==> src/rtl/inst_cache_if.sv <==
// Fetch port and refill port of the instruction cache, bundled as one interface.
// The cache takes the slave view; the CPU fetch stage plus instruction memory take the master view.
interface inst_cache_if #(
    parameter int ADDR_WIDTH = 32,
    parameter int DATA_WIDTH = 32
);
    logic                  rom_ce;
    logic [ADDR_WIDTH-1:0] rom_addr;
    logic [DATA_WIDTH-1:0] inst_data;
    logic                  inst_valid;
    logic                  flush;
    logic                  mem_req;
    logic [ADDR_WIDTH-1:0] mem_addr;
    logic                  mem_ack;
    logic [DATA_WIDTH-1:0] mem_rdata;

    modport slave (
        input  rom_ce, rom_addr, flush, mem_ack, mem_rdata,
        output inst_data, inst_valid, mem_req, mem_addr
    );

    modport master (
        output rom_ce, rom_addr, flush, mem_ack, mem_rdata,
        input  inst_data, inst_valid, mem_req, mem_addr
    );
endinterface

==> src/rtl/inst_cache.sv <==
// Direct-mapped read-only instruction cache: zero-latency hits, whole-line refill
// through a req/ack word port, and a flush that invalidates every line.
module inst_cache #(
    parameter int ADDR_WIDTH  = 32,
    parameter int DATA_WIDTH  = 32,
    parameter int INDEX_BITS  = 4,
    parameter int OFFSET_BITS = 2
) (
    input logic         clk,
    input logic         rst,
    inst_cache_if.slave bus
);
    localparam int LINES    = 1 << INDEX_BITS;
    localparam int WORDS    = 1 << OFFSET_BITS;
    localparam int TAG_BITS = ADDR_WIDTH - INDEX_BITS - OFFSET_BITS - 2;

    typedef enum logic [1:0] {
        IDLE,
        REFILL,
        FILL_DONE
    } state_t;

    state_t state;
    state_t state_next;

    logic [TAG_BITS-1:0]   tag_mem  [LINES];
    logic [DATA_WIDTH-1:0] data_mem [LINES*WORDS];
    logic [LINES-1:0]      valid;

    logic [TAG_BITS-1:0]    fill_tag;
    logic [INDEX_BITS-1:0]  fill_idx;
    logic [OFFSET_BITS-1:0] cnt;
    logic                   pending_flush;

    logic [TAG_BITS-1:0]    fetch_tag;
    logic [INDEX_BITS-1:0]  fetch_idx;
    logic [OFFSET_BITS-1:0] fetch_word;
    logic                   tag_hit;
    logic                   lookup_hit;
    logic                   start_refill;
    logic                   word_ack;
    logic                   last_ack;
    logic                   unused_byte_bits;

    assign fetch_tag        = bus.rom_addr[ADDR_WIDTH-1 -: TAG_BITS];
    assign fetch_idx        = bus.rom_addr[OFFSET_BITS+2 +: INDEX_BITS];
    assign fetch_word       = bus.rom_addr[2 +: OFFSET_BITS];
    assign unused_byte_bits = ^bus.rom_addr[1:0];

    assign tag_hit = valid[fetch_idx] && (tag_mem[fetch_idx] == fetch_tag);

    // Lookups are served only in IDLE, so the line arrays never need a second read port
    assign lookup_hit   = (state == IDLE) && !rst && bus.rom_ce && !bus.flush && tag_hit;
    assign start_refill = (state == IDLE) && bus.rom_ce && !bus.flush && !tag_hit;
    assign word_ack     = (state == REFILL) && bus.mem_ack;
    assign last_ack     = word_ack && (cnt == OFFSET_BITS'(WORDS - 1));

    assign bus.inst_valid = lookup_hit;
    assign bus.inst_data  = lookup_hit ? data_mem[{fetch_idx, fetch_word}] : '0;
    assign bus.mem_req    = (state == REFILL);
    assign bus.mem_addr   = (state == REFILL) ? {fill_tag, fill_idx, cnt, 2'b00} : '0;

    always_ff @(posedge clk) begin
        if (rst) begin
            state <= IDLE;
        end else begin
            state <= state_next;
        end
    end

    always_comb begin
        state_next = state;
        unique case (state)
            IDLE:      if (start_refill) state_next = REFILL;
            REFILL:    if (last_ack)     state_next = FILL_DONE;
            FILL_DONE: state_next = IDLE;
            default:   state_next = IDLE;
        endcase
    end

    // Line base is captured at the miss; later rom_addr changes do not disturb the refill
    always_ff @(posedge clk) begin
        if (start_refill) begin
            fill_tag <= fetch_tag;
            fill_idx <= fetch_idx;
            cnt      <= '0;
        end else if (word_ack) begin
            cnt <= cnt + 1'b1;
        end
    end

    always_ff @(posedge clk) begin
        if (word_ack && !rst) begin
            data_mem[{fill_idx, cnt}] <= bus.mem_rdata;
        end
    end

    always_ff @(posedge clk) begin
        if ((state == FILL_DONE) && !rst) begin
            tag_mem[fill_idx] <= fill_tag;
        end
    end

    // A flush seen while a line is in flight leaves that line invalid once it lands
    always_ff @(posedge clk) begin
        if (rst) begin
            valid         <= '0;
            pending_flush <= 1'b0;
        end else begin
            if (bus.flush) begin
                valid <= '0;
            end else if ((state == FILL_DONE) && !pending_flush) begin
                valid[fill_idx] <= 1'b1;
            end

            if (state == FILL_DONE) begin
                pending_flush <= 1'b0;
            end else if ((state == REFILL) && bus.flush) begin
                pending_flush <= 1'b1;
            end
        end
    end
endmodule

==> src/flat_wrapper.sv <==
// flat-port wrapper written by rule: the top's interface ports become plain ports
module inst_cache_flat 
#(
    parameter int ADDR_WIDTH  = 32,
    parameter int DATA_WIDTH  = 32,
    parameter int INDEX_BITS  = 4,
    parameter int OFFSET_BITS = 2
)
  (clk, rst, bus_rom_ce, bus_rom_addr, bus_flush, bus_mem_ack, bus_mem_rdata, bus_inst_data, bus_inst_valid, bus_mem_req, bus_mem_addr);
  inst_cache_if #(.ADDR_WIDTH(ADDR_WIDTH), .DATA_WIDTH(DATA_WIDTH)) bus_i ();
  input logic clk;
  input logic rst;
  input wire logic [$bits(bus_i.rom_ce)-1:0] bus_rom_ce;
  input wire logic [$bits(bus_i.rom_addr)-1:0] bus_rom_addr;
  input wire logic [$bits(bus_i.flush)-1:0] bus_flush;
  input wire logic [$bits(bus_i.mem_ack)-1:0] bus_mem_ack;
  input wire logic [$bits(bus_i.mem_rdata)-1:0] bus_mem_rdata;
  output wire logic [$bits(bus_i.inst_data)-1:0] bus_inst_data;
  output wire logic [$bits(bus_i.inst_valid)-1:0] bus_inst_valid;
  output wire logic [$bits(bus_i.mem_req)-1:0] bus_mem_req;
  output wire logic [$bits(bus_i.mem_addr)-1:0] bus_mem_addr;
  assign bus_i.rom_ce = bus_rom_ce;
  assign bus_i.rom_addr = bus_rom_addr;
  assign bus_i.flush = bus_flush;
  assign bus_i.mem_ack = bus_mem_ack;
  assign bus_i.mem_rdata = bus_mem_rdata;
  assign bus_inst_data = bus_i.inst_data;
  assign bus_inst_valid = bus_i.inst_valid;
  assign bus_mem_req = bus_i.mem_req;
  assign bus_mem_addr = bus_i.mem_addr;
  inst_cache #(.ADDR_WIDTH(ADDR_WIDTH), .DATA_WIDTH(DATA_WIDTH), .INDEX_BITS(INDEX_BITS), .OFFSET_BITS(OFFSET_BITS)) u_core (.clk(clk), .rst(rst), .bus(bus_i));
endmodule
==> config.mk <==
export PLATFORM = sky130hd
export DESIGN_NAME = inst_cache_flat
export DESIGN_NICKNAME = d
export VERILOG_FILES = /design/src/rtl/inst_cache_if.sv /design/src/rtl/inst_cache.sv /design/src/flat_wrapper.sv
export SDC_FILE = /design/constraint.sdc
export NUM_CORES = 2
export LEC_CHECK = 0
export BUFFER_PORTS_ARGS = -buffer_cell sky130_fd_sc_hd__buf_2
export CORE_MARGIN = 10
export CORE_UTILIZATION = 23
export DETAILED_ROUTE_END_ITERATION = 12
export SLEW_MARGIN = 20
export SYNTH_ARGS = -nofsm -noshare
export SYNTH_HDL_FRONTEND = slang
export SYNTH_SLANG_ARGS = --single-unit
==> constraint.sdc <==
create_clock -name clk -period 4.8 [get_ports clk]
set_input_delay 0.72 -clock clk [delete_from_list [all_inputs] [get_ports clk]]
set_output_delay 0.72 -clock clk [all_outputs]
set_load 0.1 [all_outputs]
==> metrics.txt <==
H-tree depth 5; Clock Sinks 2481; VDD IR max 0.0002731 V; DRC 0; Layout Nets 4358; switching share of power 20.36%; Die W 664.7 µm; dominant synthesized flop cell edfxtp_1; CP required 4.08 ns; sequential share of power 52.4%; GRT Total Usage 10.55%; cell mode on critical path buf_12; Clock Power Share 42.8%; worst skew pair latency 0.93 ns; status complete, but fails checks; final setup margin -0.1731 ns; largest fanout on the critical path 22; layout cells sized above 1 35.76%; hpwl dp 145100 µm; Slowest-stage cell, CP or4_4; Buffers on Ports 130; Rel. slew slack 25.25%; Internal 0.03627 W; critical-path cell list mux4_2 > xor2_1 > o21ai_1 > buf_4 > and3_1 > o22ai_1 > or4_4 > buf_12 > nor4b_4 > buf_12; Routed WL 240600 µm; GP Congestion 0.7518; Slew @ Worst Pin 1.118 ns; max-slew violation count 0; Vias per Instance 4.334; failing checks setup timing; FF+latch count, synth 2481; Die ar. 0.4418 mm²; Die H 664.7 µm; Max Cap Violations 0; commonest cells after routing, fill and taps aside edfxtp_1 (2460), mux4_2 (767), clkbuf_16 (283), buf_4 (195), buf_12 (91); Combinational Power Share 4.8%; Initial Util 23.11%; biggest cell delay along the critical path 0.69 ns; clock skew 0.05559 ns; CTS clk-pin slew, worst paths 0.06 ns; CTS Root Cell clkbuf_16; Post-Syn Instances 3851; synthesis-to-finish area growth 19.50%; library cells used by synthesis 54; fill cell count 40111; Final period util 103.6%; Place WS -0.1950 ns; DR vias 43134; vias in the first global route 45107; fin crit period 4.973 ns; 1st-iter DRT viols 4267; Seq/Total Area, Yosys 77.72%; core region area 0.4137 mm²; CP delay by family, top simple AND/OR/NAND/NOR gates; Syn Std Cell Area 0.09559 mm²; CTS tree done; Peak Freq 0.2011 GHz; Avg WL per Cell 24.17 µm; # setup viols final 32; P_sw 0.009272 W; Site Rows 236; maximum clock path buffer count 4; Leakage 34.75 nW; Fin Setup TNS -3.481 ns; crit start category flop; CP Class reg -> out; RSZ-0062 raised after global routing true; Pwr Density 398.7 mW/mm²; nature of the critical path endpoint primary output; largest net degree at the start of global routing 71; ys async rst share 0%; final hold vios 0; first-pass GRT wire length 340900 µm; final instance area 0.1142 mm²; Post-synth EDFFs 2460; Final Util 27.61%; Crit path buffers/inverters 3; Detail Route Antenna Nets 0; Fin Hold WS 0.06444 ns; I/O Pins 135; CTS Buf Count 274; placed cell area 0.1058 mm²; Worst Hold Class in -> reg; data arrival time of the worst path 4.25 ns; Yosys Warn Count 0; initial antenna violation count 39; Avg Synthesized Cell Area 24.82 µm²; commonest non-fill, non-tap cell in the layout edfxtp_1; DR pass1 iterations 7; grt total ovfl 0
==> Yosys cell counts (all sizes together) (9+ instances only) <==
cell    instances  area share, %
a21oi          21           0.11
a22oi           9          0.071
and2           32           0.21
buf            55           0.47
clkbuf        155           0.61
dfxtp          21           0.44
edfxtp       2460             77
mux2i          61           0.64
mux4          767             18
nand2          14          0.055
nand3          10          0.052
nor2          111           0.44
nor4b          34           0.75
xnor2          28           0.27
==> registers in the layout, summed over array words and instances (netlist names) <==
register and flops:
u_core.fill_idx 4, u_core.tag_mem 384, u_core.pending_flush 1, u_core.valid 16
u_core.data_mem 2048, u_core.state 2, u_core.cnt 2, u_core.fill_tag 24
==> final timing paths <==
kind	startpoint	cells past startpoint	slack, ns	endpoint
worst max-delay path	u_core.tag_mem[11][11]$_DFFE_PP_	10	-0.17	bus_inst_data[2]
worst min-delay path	bus_rom_addr[18]	1	0.06	u_core.fill_tag[10]$_DFFE_PP_
worst max register to register	u_core.tag_mem[11][11]$_DFFE_PP_	10	1.21	u_core.fill_idx[2]$_DFFE_PP_
worst min register to register	u_core.valid[11]$_SDFFE_PP0P_	2	0.47	u_core.valid[11]$_SDFFE_PP0P_
==> layer usage <==
layer / track usage, % / up-vias / routed length (µm)
met1: 12.76 / 23538 / 93240
li1: - / 17611 / -
met5: 0 / - / 123
met4: 3.890 / 18 / 8934
met3: 3.117 / 403 / 19190
met2: 17.80 / 1564 / 119100
==> kinds of logic after synthesis <==
| family | share of synthesized area [%] |
|---|---|
| other | 0.003923 |
| AOI/OAI and AO/OA | 0.3272 |
| buffers and inverters | 1.085 |
| muxes | 18.71 |
| and+or+nand+nor | 1.822 |
| adders and majority gates | 0.01309 |
| DFF | 77.72 |
| xor gates and xnor gates | 0.3181 |
==> repair_timing <==
item                       CTS  global route
setup endpoints to repair   33            33
gates cloned                 0             0
gates resized for setup      5             2
setup buffers                2             3
pin swaps                   10            20
hold buffers                 5             0
hold endpoints to repair     5             0
==> power groups by stage <==
| stage | registers (W) | logic [W] | clock network (W) |
|---|---|---|---|
| after floorplan | 0.0243 | 0.00127 | 0 |
| after global placement | 0.0243 | 0.00218 | 0 |
| after detailed placement | 0.0243 | 0.00221 | 0 |
| after CTS | 0.0239 | 0.00223 | 0.0199 |
| after global routing | 0.0239 | 0.00234 | 0.0208 |
| final | 0.0239 | 0.00220 | 0.0195 |
==> per-stage QoR <==
step	std cells	power (W)
final	9952	0.04554
after floorplan	3852	0.02557
after detailed placement	9475	0.02655
after global routing	9948	0.04699
after global placement	9470	0.02651
after CTS	9938	0.04601
==> layout make-up <==
cell class,instances,area (µm²),share of cell area [%]
Timing Repair Buffer,370,3874,3.391
Sequential cell,2481,74290,65.04
Antenna cell,9,22.52,0.01972
Clock buffer,351,7337,6.423
Clock inverter,106,870.8,0.7624
Inverter,2,10.01,0.008763
Multi-Input combinational cell,1159,20970,18.36
Tap cell,5474,6849,5.996
Power figures use the tool's default switching activity.
